## config.mk

```make
export PLATFORM = sky130hd
export DESIGN_NAME = ff_excitation_driver
export DESIGN_NICKNAME = d
export VERILOG_FILES = /design/src/rtl/ff_pkg.sv /design/src/rtl/ff_excite_lane.sv /design/src/rtl/ff_excitation_driver.sv
export SDC_FILE = /design/constraint.sdc
export NUM_CORES = 1
export LEC_CHECK = 0
export BUFFER_PORTS_ARGS = -buffer_cell sky130_fd_sc_hd__buf_2
export CAP_MARGIN = 30
export CORE_MARGIN = 4
export CORE_UTILIZATION = 46
export CTS_CLUSTER_DIAMETER = 60
export CTS_CLUSTER_SIZE = 14
export DETAILED_ROUTE_END_ITERATION = 8
export PLACE_DENSITY = 0.78
export SYNTH_ARGS = -nofsm -noshare
export SYNTH_HDL_FRONTEND = slang
export SYNTH_SLANG_ARGS = --single-unit
```

## constraint.sdc

```tcl
create_clock -name clk -period 2.1 [get_ports clk]
set_clock_uncertainty 0.05 [all_clocks]
set_input_delay 0.105 -clock clk [delete_from_list [all_inputs] [get_ports clk]]
set_output_delay 0.105 -clock clk [all_outputs]
set_load 0.05 [all_outputs]
```

## src/rtl/ff_pkg.sv

```systemverilog
// Shared types for the flip-flop bank excitation driver.
//   state_e : driver FSM states
//   N_DEF   : default lane count
//   exc_t   : excitation bundle for one lane (one flop of each type)
package ff_pkg;

  typedef enum logic [1:0] {
    StIdle,
    StDrive,
    StCheck
  } state_e;

  localparam int unsigned N_DEF = 4;

  typedef struct packed {
    logic s;
    logic r;
    logic j;
    logic k;
    logic d;
    logic t;
  } exc_t;

endpackage

```

## src/rtl/ff_excite_lane.sv

```systemverilog
// Per-lane excitation mapping from expected state c and target t.
//   c        : expected (current) state bit
//   t        : target next-state bit
//   drive_en : high while excitations are presented to the bank
//   exc      : SR/JK/D/T excitation for this lane
// With drive_en low every flop holds: S/R/J/K/T are 0 and D re-loads c.
module ff_excite_lane
  import ff_pkg::*;
(
  input  logic c,
  input  logic t,
  input  logic drive_en,
  output exc_t exc
);

  always_comb begin
    exc   = '0;
    exc.d = c;
    if (drive_en) begin
      exc.s = ~c & t;
      exc.r = c & ~t;
      exc.j = ~c & t;
      exc.k = c & ~t;
      exc.t = c ^ t;
      exc.d = t;
    end
  end

endmodule

```

## src/rtl/ff_excitation_driver.sv

```systemverilog
// Stimulus driver and self-checker for an SR/JK/D/T flip-flop bank.
//   clk, rst          : clock, asynchronous active-low reset
//   tgt_valid/ready   : handshake for target state words (tgt_data)
//   s_o..t_o          : excitations, live for exactly one cycle (DRIVE)
//   q_sr..q_t         : bank outputs, compared against expected state in CHECK
//   err_clr           : synchronous clear of err and mismatch_cnt
//   busy, err, mismatch_cnt, chk_done : status
// One word every three cycles: IDLE (accept) -> DRIVE -> CHECK.
module ff_excitation_driver
  import ff_pkg::*;
#(
  parameter int unsigned N     = N_DEF,
  parameter int unsigned CNT_W = 8
) (
  input  logic             clk,
  input  logic             rst,
  input  logic             tgt_valid,
  input  logic [N-1:0]     tgt_data,
  output logic             tgt_ready,
  output logic [N-1:0]     s_o,
  output logic [N-1:0]     r_o,
  output logic [N-1:0]     j_o,
  output logic [N-1:0]     k_o,
  output logic [N-1:0]     d_o,
  output logic [N-1:0]     t_o,
  input  logic [N-1:0]     q_sr,
  input  logic [N-1:0]     q_jk,
  input  logic [N-1:0]     q_d,
  input  logic [N-1:0]     q_t,
  input  logic             err_clr,
  output logic             busy,
  output logic             err,
  output logic [CNT_W-1:0] mismatch_cnt,
  output logic             chk_done
);

  state_e             state_q, state_d;
  logic [N-1:0]       cur_q, cur_d;
  logic [N-1:0]       tgt_q, tgt_d;
  logic               err_q, err_d;
  logic [CNT_W-1:0]   cnt_q, cnt_d;
  logic               done_q, done_d;
  logic               mismatch;
  logic               drive_en;
  exc_t               exc [N];

  // Excitations derive only from registered state, so they are stable for
  // the whole DRIVE cycle.
  assign drive_en = (state_q == StDrive);

  for (genvar i = 0; i < N; i++) begin : g_lane
    ff_excite_lane u_lane (
      .c        (cur_q[i]),
      .t        (tgt_q[i]),
      .drive_en (drive_en),
      .exc      (exc[i])
    );
    assign s_o[i] = exc[i].s;
    assign r_o[i] = exc[i].r;
    assign j_o[i] = exc[i].j;
    assign k_o[i] = exc[i].k;
    assign d_o[i] = exc[i].d;
    assign t_o[i] = exc[i].t;
  end

  assign mismatch = |((q_sr ^ cur_q) | (q_jk ^ cur_q) | (q_d ^ cur_q) | (q_t ^ cur_q));

  always_comb begin
    state_d = state_q;
    cur_d   = cur_q;
    tgt_d   = tgt_q;
    err_d   = err_q;
    cnt_d   = cnt_q;
    done_d  = 1'b0;
    unique case (state_q)
      StIdle: begin
        if (tgt_valid) begin
          tgt_d   = tgt_data;
          state_d = StDrive;
        end
      end
      StDrive: begin
        // Expected state follows the target, never the observed Q.
        cur_d   = tgt_q;
        state_d = StCheck;
      end
      StCheck: begin
        done_d  = 1'b1;
        state_d = StIdle;
        if (mismatch) begin
          err_d = 1'b1;
          if (cnt_q != '1) cnt_d = cnt_q + CNT_W'(1);
        end
      end
      default: state_d = StIdle;
    endcase
    // Clear wins over a same-cycle mismatch update.
    if (err_clr) begin
      err_d = 1'b0;
      cnt_d = '0;
    end
  end

  always_ff @(posedge clk or negedge rst) begin
    if (!rst) begin
      state_q <= StIdle;
      cur_q   <= '0;
      tgt_q   <= '0;
      err_q   <= 1'b0;
      cnt_q   <= '0;
      done_q  <= 1'b0;
    end else begin
      state_q <= state_d;
      cur_q   <= cur_d;
      tgt_q   <= tgt_d;
      err_q   <= err_d;
      cnt_q   <= cnt_d;
      done_q  <= done_d;
    end
  end

  assign tgt_ready    = (state_q == StIdle);
  assign busy         = (state_q != StIdle);
  assign err          = err_q;
  assign mismatch_cnt = cnt_q;
  assign chk_done     = done_q;

endmodule

```

==> reports/metrics.yaml, run 1 <==
setup_ws_ns: 0.1281
setup_tns_ns: 0
cts_buffers: 3
vias_per_cell: 5.303
cts_root_buf: "clkbuf_4"
pwr_density_cell_nw_per_um2: 909.6
grt_pass1_vias: 1124
setup_viol: 0
maxCapViolCount: 0
cp.buffers_inverters: 0
arrival_ns: 2.13
cp_top_family: "simple AND/OR/NAND/NOR gates"
critPathMaxStageDelay_ns: 0.43
cts.sinks: 20
io_buffers: 59
place_area_um2: 1533
num-fill-cells: 212
fin_crit_ns: 1.972
overflow: 0
fp.dieH_um: 60.42
reg2reg_depth: 5
clkLatencyLatePin_ns: 0.31
peakVddDrop_mv: 0.7030
startpoint_type: "flop"
synth_fp_nets: 168
syn_avg_cell_area_um2: 9.361
synth_top_family_by_area: "simple AND/OR/NAND/NOR gates"
end_kind: "flop"
drc_errors: 0
fp-row-count: 18
path_max_fanout: 7
min_from: "tgt_valid"
synth.area.mux_share_pct: 5.149
nets: 235
wl_per_cell_um: 14.39
place_congestion: 0.7923
required_ns: 2.26
slew_viol_final: 0
synth_compound_area_share_pct: 12.97
ys_ff_latch: 20
antenna_found_initial: 0
cts_max_path_buffers: 2
ff2ff_setup_slack_ns: 0.13
routed-via-count: 1225
clkTransAtPathRegs_ns: 0.12
drive_above_1_share_pct: 42.29
postRouteAntennaNets: 0
io_pins: 60
hold_viol_final: 0
r2r-end: "mismatch_cnt[6]"
seq_area_frac_synth_pct: 39.60
grt_use_total_pct: 17.71
yosys.area_share.adder_pct: 8.911
place_ws_ns: 0.01290
drt_iter0_drc: 31
worst-path-stages: 5
drt_wl_total_um: 3325
crit_start: "cur_q[3]"
dp_hpwl_um: 2370
crit_end: "mismatch_cnt[6]"
die_w_um: 60.42
dieArea_um2: 3650
tightest_slew_ns: 0.5308
fp.coreArea_um2: 2545
final_util_pct: 67.45
hp-class: "primary input to flop"
cpMaxStageDelayCell: "dfrtp_1"
synth.distinct_cells: 30
tritoncts: "done"
leakage_nw: 0.8954
htree_levels: 1
critPathKind: "flop to flop"
final_common_cell: "buf_2"
dr.pass1.iters: 4
yosys.area_share.simple_pct: 23.56
max_freq_mhz: 507.1
yosysWarnings: 0
timing.rr.start: "cur_q[3]"
postSynthCellCount: 135
status: "complete, no violations"
antenna_cells: 0
slew_headroom_pct: 64.29
syn-cell-area_um2: 1264
post-route-period-util_pct: 93.90
grt_max_degree: 21
layout_common_cells: "58 x buf_2, 20 x dfrtp_1, 14 x nand2_1"
multiInputGateArea_um2: 651.9
final_area_um2: 1717
synth_xor_xnor_area_share_pct: 0
p_total_mw: 1.561
syn_to_final_growth_pct: 35.84
register_area_um2: 500.5
start_util_pct: 49.66
grt_pass1_wl_um: 4892
path_cells: "and4_2, mux2i_1, o41ai_4, or3_1, o311a_1"
==> routing by layer <==
layer,up-vias,GRT usage [%],wire length [um]
li1,601,-,-
met1,578,20.08,1323
met2,40,33.80,1765
met3,6,2.128,175
met4,0,6.502,61
met5,-,0,0
==> worst min-delay path by stage <==
stage,slack [ns],cells past startpoint,end
after CTS,0.15,2,state_q[0]
after floorplan,-0.24,0,chk_done
final,0.14,2,state_q[0]
after global routing,0.15,2,state_q[0]
after global placement,0.03,1,tgt_q[0]
after detailed placement,0.03,1,cur_q[0]
==> synth_stat cells (all sizes together) <==
| master | instances | area (um^2) |
|---|---|---|
| and4 | 4 | 40.04 |
| inv | 14 | 52.55 |
| mux2 | 1 | 15.01 |
| or4 | 1 | 7.510 |
| clkbuf | 3 | 11.26 |
| or2 | 1 | 6.260 |
| nand2 | 14 | 52.55 |
| ha | 9 | 112.6 |
| nand3 | 4 | 20.02 |
| nand2b | 1 | 6.260 |
| nor2b | 2 | 12.51 |
| o41ai | 3 | 45.05 |
| or3 | 2 | 12.51 |
| o311a | 1 | 10.01 |
| mux2i | 5 | 50.05 |
| and2 | 9 | 56.30 |
| nor4b | 1 | 8.760 |
| buf | 8 | 60.06 |
| a21oi | 3 | 15.01 |
| o21ai | 10 | 50.05 |
| dfrtp | 20 | 500.5 |
| o311ai | 2 | 17.52 |
| o31ai | 2 | 15.01 |
| nor4 | 5 | 37.53 |
| o221a | 1 | 11.26 |
| nor2 | 8 | 32.54 |
| nor3 | 1 | 5.000 |
==> where the power goes <==
| part | internal, mW | total (mW) | switching (mW) |
|---|---|---|---|
| registers | 0.446 | 0.498 | 0.0523 |
| clock network | 0.193 | 0.321 | 0.128 |
| logic | 0.211 | 0.743 | 0.532 |
==> flip-flops by register name, indices dropped and copies added (netlist names) <==
| name | flops |
|---|---|
| mismatch_cnt | 8 |
| cur_q | 4 |
| chk_done | 1 |
| state_q | 2 |
| tgt_q | 4 |
| err | 1 |
==> repair_timing <==
item	4_1_cts	5_1_grt
cloned	0	0
endpoints found under the setup margin	1	7
buffers inserted	2	5
hold endpoints to repair	25	0
hold buffers	6	0
gates resized for setup	0	6
pin swaps	1	2
==> cells by family after synthesis <==
family | count (synthesis)
AND/OR/NAND/NOR | 53
adder cells (fa/ha/maj) | 9
buffers and inverters | 25
flip-flops | 20
AO/OA/AOI/OAI | 22
multiplexers | 6
==> per-stage QoR <==
stage	cells	hold slack, ns
finish	231	0.1449
global route	231	0.1501
CTS	226	0.1466
detailed placement	214	0.03180
global placement	214	0.03194
floorplan	135	-0.2406
==> area by class of cell <==
type                    instances  share of cell area, %
repair buffers                 73                  24.34
multi-input cells              90                  37.97
flip-flops and latches         20                  29.15
clock inverters                 1                  1.749
inverters                      14                  3.280
clock buffers                   3                  1.312
well taps                      30                  2.187
(Power assumes the default switching activity.)
==> run 2: changes to the inputs <==
Settings changed: CORE_UTILIZATION 46 to 40, PLACE_DENSITY 0.78 to 0.7.
==> run 2 against run 1 <==
  * First-iteration DRC count up 16%
  * Wire length down 1.3%
  * Critical path depth unchanged
  * Core utilization down 9.6 points
  * Critical path type is now flop to output port
  * Largest cell class unchanged
  * Largest power group unchanged
==> reports/metrics.yaml, run 2 (synthesis results as in run 1) <==
slew_headroom_pct: 68.94  # was 64.29%
overflow: 0  # unchanged
io_buffers: 59  # unchanged
path_max_fanout: 9  # was 7
setup_tns_ns: 0  # unchanged
start_util_pct: 41.74  # was 49.66%
largest_reg_flops: 8  # unchanged
grt_pass1_vias: 1250  # was 1124
cts_buffers: 3  # unchanged
setup_viol: 0  # unchanged
vias_per_cell: 5.029  # was 5.303
dr.pass1.iters: 4  # unchanged
place_congestion: 0.8525  # was 0.7923
grt_use_total_pct: 16.22  # was 17.71%
dieArea_um2: 4122  # was 3650 um^2
clkTransAtPathRegs_ns: 0.12  # about the same
required_ns: 1.95  # was 2.26 ns
maxCapViolCount: 0  # unchanged
cts.sinks: 20  # unchanged
drive_above_1_share_pct: 43.50  # was 42.29%
antenna_cells: 0  # unchanged
critPathMaxStageDelay_ns: 0.43  # about the same
hp-class: "primary input to flop"  # unchanged
path_cells: "nand2b_2, clkinvlp_4, buf_4, o21ai_0, buf_2"  # was and4_2, mux2i_1, o41ai_4, or3_1, o311a_1
final_common_cell: "buf_2"  # unchanged
grt_pass1_wl_um: 5313  # was 4892 um
drt_wl_total_um: 3281  # was 3325 um
drt_iter0_drc: 36  # was 31
wl_per_cell_um: 13.45  # was 14.39 um
min_from: "tgt_valid"  # unchanged
cts_root_buf: "clkbuf_4"  # unchanged
cpMaxStageDelayCell: "dfrtp_1"  # unchanged
rsz0062_at_grt: "no"
timing.rr.start: "cur_q[3]"  # unchanged
end_kind: "output port"  # was flop
dp_hpwl_um: 2488  # was 2370 um
clkLatencyLatePin_ns: 0.31  # about the same
nets: 234  # was 235
hold_viol_final: 0  # unchanged
final_cell_count_no_fill: 244  # was 231
grt_max_degree: 21  # unchanged
slew_viol_final: 0  # unchanged
routed-via-count: 1227  # was 1225
io_pins: 60  # unchanged
die_w_um: 64.21  # was 60.42 um
arrival_ns: 1.82  # was 2.13 ns
tightest_slew_ns: 0.4643  # was 0.5308 ns
fp.dieH_um: 64.21  # was 60.42 um
startpoint_type: "flop"  # unchanged
dp_cells: 228  # was 214
drc_errors: 0  # unchanged
critPathKind: "flop to output port"  # was flop to flop
leakage_nw: 0.8890  # was 0.8954 nW
tritoncts: "done"  # unchanged
fp.coreArea_um2: 3028  # was 2545 um^2
crit_start: "state_q[0]"  # was cur_q[3]
layout_common_cells: "58 x buf_2, 20 x dfrtp_1, 14 x nand2_1"  # unchanged
postRouteAntennaNets: 0  # unchanged
peakVddDrop_mv: 0.5497  # was 0.7030 mV
fin_crit_ns: 1.972  # about the same
htree_levels: 1  # unchanged
max_freq_mhz: 507.0  # was 507.1 MHz
cts_max_path_buffers: 2  # unchanged
p_total_mw: 1.554  # was 1.561 mW
status: "complete, no violations"  # unchanged
antenna_found_initial: 0  # unchanged
post-route-period-util_pct: 93.92  # was 93.90%
final_util_pct: 57.85  # was 67.45%
pwr_density_cell_nw_per_um2: 887.3  # was 909.6 nW/um^2
syn_to_final_growth_pct: 38.61  # was 35.84%
fp-row-count: 20  # was 18
==> run 2: cell type report <==
type	count	area (um^2)
well taps	44	55.05
inverters	14	56.30
clock buffers	3	22.52
repair buffers	72	410.4
clock inverters	1	30.03
flip-flops and latches	20	500.5
multi-input cells	90	676.9
fillers	264	1276
==> run 2: stage by stage <==
stage                     cell area [um^2]  hold slack, ns  setup slack, ns
after floorplan                       1264         -0.2406          -0.1442
after global routing                  1752          0.1260         0.005962
final                                 1752          0.1352           0.1277
after CTS                             1663          0.1227          0.03998
after detailed placement              1550         0.03019          0.07624
after global placement                1550         0.03562           0.1144
==> run 2: path summary, 6_finish.rpt <==
check / to / slack (ns) / cells after the start
min in group asynchronous: mismatch_cnt[3] / 0.23 / 2
hold reg to reg: err / 0.48 / 2
setup / recovery: d_o[3] / 0.13 / 5
max in group asynchronous: cur_q[1] / 1.46 / 2
setup reg to reg: mismatch_cnt[6] / 0.13 / 5
hold / removal: state_q[0] / 0.14 / 2
==> run 2: metal layers <==
layer | part of all wire, % | wire [um] | vias to the layer above | GRT usage (%)
met5 | 0 | 0 | - | 0
met4 | 2.4 | 80 | 0 | 8.179
met3 | 5.8 | 191 | 11 | 3.691
met2 | 50 | 1651 | 51 | 29.16
met1 | 41 | 1357 | 571 | 17.65
li1 | - | - | 594 | -
==> run 2: power by group <==
part	switching [mW]	internal (mW)	total [mW]	leakage, nW
clock	0.131	0.193	0.324	0.0279
sequential	0.0610	0.446	0.507	0.264
combinational	0.525	0.198	0.723	0.597
total	0.717	0.837	1.55	0.889
==> run 2: critical path: cells and delay by family (launching register included) <==
family / cells / cell delay (ns)
simple gates: 1 / 0.17
flops: 1 / 0.43
compound gates: 1 / 0.20
buf+inv: 3 / 0.71
==> run 2: repair_timing <==
action | CTS | global route
hold buffers | 6 | 0
hold endpoints to repair | 25 | 0
setup buffers | 0 | 6
setup endpoints to repair | 0 | 26
gates resized for setup | 0 | 10
==> run 3: changes to the inputs <==
Settings changed: CAP_MARGIN 30 to 40, RECOVER_POWER set to 100.
==> run 3 against run 2 <==
  * Worst setup slack improved by 0.0062 ns
  * Largest power group unchanged
  * Clock power about the same
  * First-iteration DRC count shrank 17%
  * Final cell count is the same
  * Sequential share of layout area rose by 0.46 points
  * Flip-flop and latch count unchanged
  * Die area did not move
  * Hold slack improved by 0.071 ns
  * Combinational power shrank 2%
==> reports/metrics.yaml, run 3 (synthesis results as in run 1) <==
setup_viol: 0  # unchanged
grt_use_total_pct: 16.22  # unchanged
grt_pass1_vias: 1250  # unchanged
required_ns: 2.26  # was 1.95 ns
slew_headroom_pct: 28.04  # was 68.94%
place_congestion: 0.8525  # unchanged
wl_per_cell_um: 13.42  # was 13.45 um
p_total_mw: 1.542  # was 1.554 mW
pwr_density_cell_nw_per_um2: 894.2  # was 887.3 nW/um^2
die_w_um: 64.21  # unchanged
fp-row-count: 20  # unchanged
hp-class: "primary input to flop"  # unchanged
post-route-period-util_pct: 93.62  # was 93.92%
vias_per_cell: 5.029  # unchanged
drt_iter0_drc: 30  # was 36
io_buffers: 59  # unchanged
final_common_cell: "buf_2"  # unchanged
leakage_nw: 0.8024  # was 0.8890 nW
tritoncts: "done"  # unchanged
critPathKind: "flop to flop"  # was flop to output port
grt_max_degree: 21  # unchanged
drc_errors: 0  # unchanged
io_pins: 60  # unchanged
fp.dieH_um: 64.21  # unchanged
drive_above_1_share_pct: 34.50  # was 43.50%
layout_common_cells: "24 x buf_2, 20 x dfrtp_1, 18 x clkbuf_1, 18 x clkbuf_2, 14 x nand2_1"  # was 58 x buf_2, 20 x dfrtp_1, 14 x nand2_1
rsz0062_at_grt: "no"  # unchanged
fin_crit_ns: 1.966  # was 1.972 ns
hold_viol_final: 0  # unchanged
clkTransAtPathRegs_ns: 0.12  # about the same
grt_pass1_wl_um: 5313  # unchanged
slew_viol_final: 0  # unchanged
path_max_fanout: 7  # was 9
multiInputGateArea_um2: 676.9  # unchanged
reg2reg_depth: 5  # unchanged
drt_wl_total_um: 3275  # was 3281 um
htree_levels: 1  # unchanged
syn_to_final_growth_pct: 36.44  # was 38.61%
postRouteAntennaNets: 0  # unchanged
startpoint_type: "flop"  # unchanged
tightest_slew_ns: 1.079  # was 0.4643 ns
place_ws_ns: 0.07624  # unchanged
cts_buffers: 3  # unchanged
final_util_pct: 56.94  # was 57.85%
overflow: 0  # unchanged
clkLatencyLatePin_ns: 0.31  # about the same
num-fill-cells: 273  # was 264
maxCapViolCount: 0  # unchanged
worst_hold_path.num_cells: 2  # unchanged
antenna_cells: 0  # unchanged
status: "complete, no violations"  # unchanged
arrival_ns: 2.13  # was 1.82 ns
max_freq_mhz: 508.6  # was 507.0 MHz
peakVddDrop_mv: 0.5463  # was 0.5497 mV
cts_max_path_buffers: 2  # unchanged
dp_hpwl_um: 2488  # unchanged
start_util_pct: 41.74  # unchanged
dieArea_um2: 4122  # unchanged
routed-via-count: 1227  # unchanged
end_kind: "flop"  # was output port
cts.sinks: 20  # unchanged
register_area_um2: 500.5  # unchanged
fp.coreArea_um2: 3028  # unchanged
antenna_found_initial: 0  # unchanged
largest_reg_flops: 8  # unchanged
dr.pass1.iters: 4  # unchanged
cts_root_buf: "clkbuf_4"  # unchanged
setup_ws_ns: 0.1339  # was 0.1277 ns
nets: 234  # unchanged
==> run 3: metal layers <==
| metal | GRT usage, % | vias up | part of all wire, % |
|---|---|---|---|
| met5 | 0 | - | 0 |
| met3 | 3.691 | 7 | 5.8 |
| met2 | 29.16 | 51 | 51 |
| met1 | 17.65 | 577 | 41 |
| met4 | 8.179 | 0 | 1.9 |
| li1 | - | 592 | - |
==> run 3: layout make-up <==
type,instances,share of cell area (%)
multi-input combinational,90,39.26
sequential,20,29.03
timing repair buffer,72,22.21
inverter,14,3.266
tap,44,3.193
clock inverter,1,1.742
clock buffer,3,1.306
==> run 3: worst paths after layout <==
check                      slack [ns]       from         endpoint
setup / recovery                 0.13   cur_q[3]  mismatch_cnt[6]
hold / removal                   0.21  tgt_valid       state_q[0]
setup reg to reg                 0.13   cur_q[3]  mismatch_cnt[6]
hold reg to reg                  0.48        err              err
max in group asynchronous        0.90        rst         tgt_q[3]
min in group asynchronous        0.46        rst  mismatch_cnt[3]
==> run 3: repair_timing <==
action | CTS | global route
setup buffers | 0 | 6
setup endpoints to repair | 0 | 26
resized for setup | 0 | 10
hold buffers | 6 | 0
hold endpoints to repair | 25 | 0
==> run 3: power by group <==
group          total (mW)  internal [mW]  switching (mW)
registers           0.507          0.446          0.0616
logic               0.708          0.182           0.527
clock network       0.326          0.193           0.133
==> run 3: through the flow <==
step	setup TNS [ns]	instance area (um^2)	cells	hold slack, ns
after floorplan	-0.5797	1264	135	-0.2406
after global placement	0	1550	228	0.03562
after detailed placement	0	1550	228	0.03019
after CTS	0	1663	238	0.1227
after global routing	0	1724	244	0.2186
final	0	1724	244	0.2063
==> run 3: critical path: stages (launching register included) <==
cell and delay, ns:
dfrtp_1 0.44, and4_2 0.22, mux2i_1 0.34, o41ai_4 0.18, or3_1 0.37, o311a_1 0.28
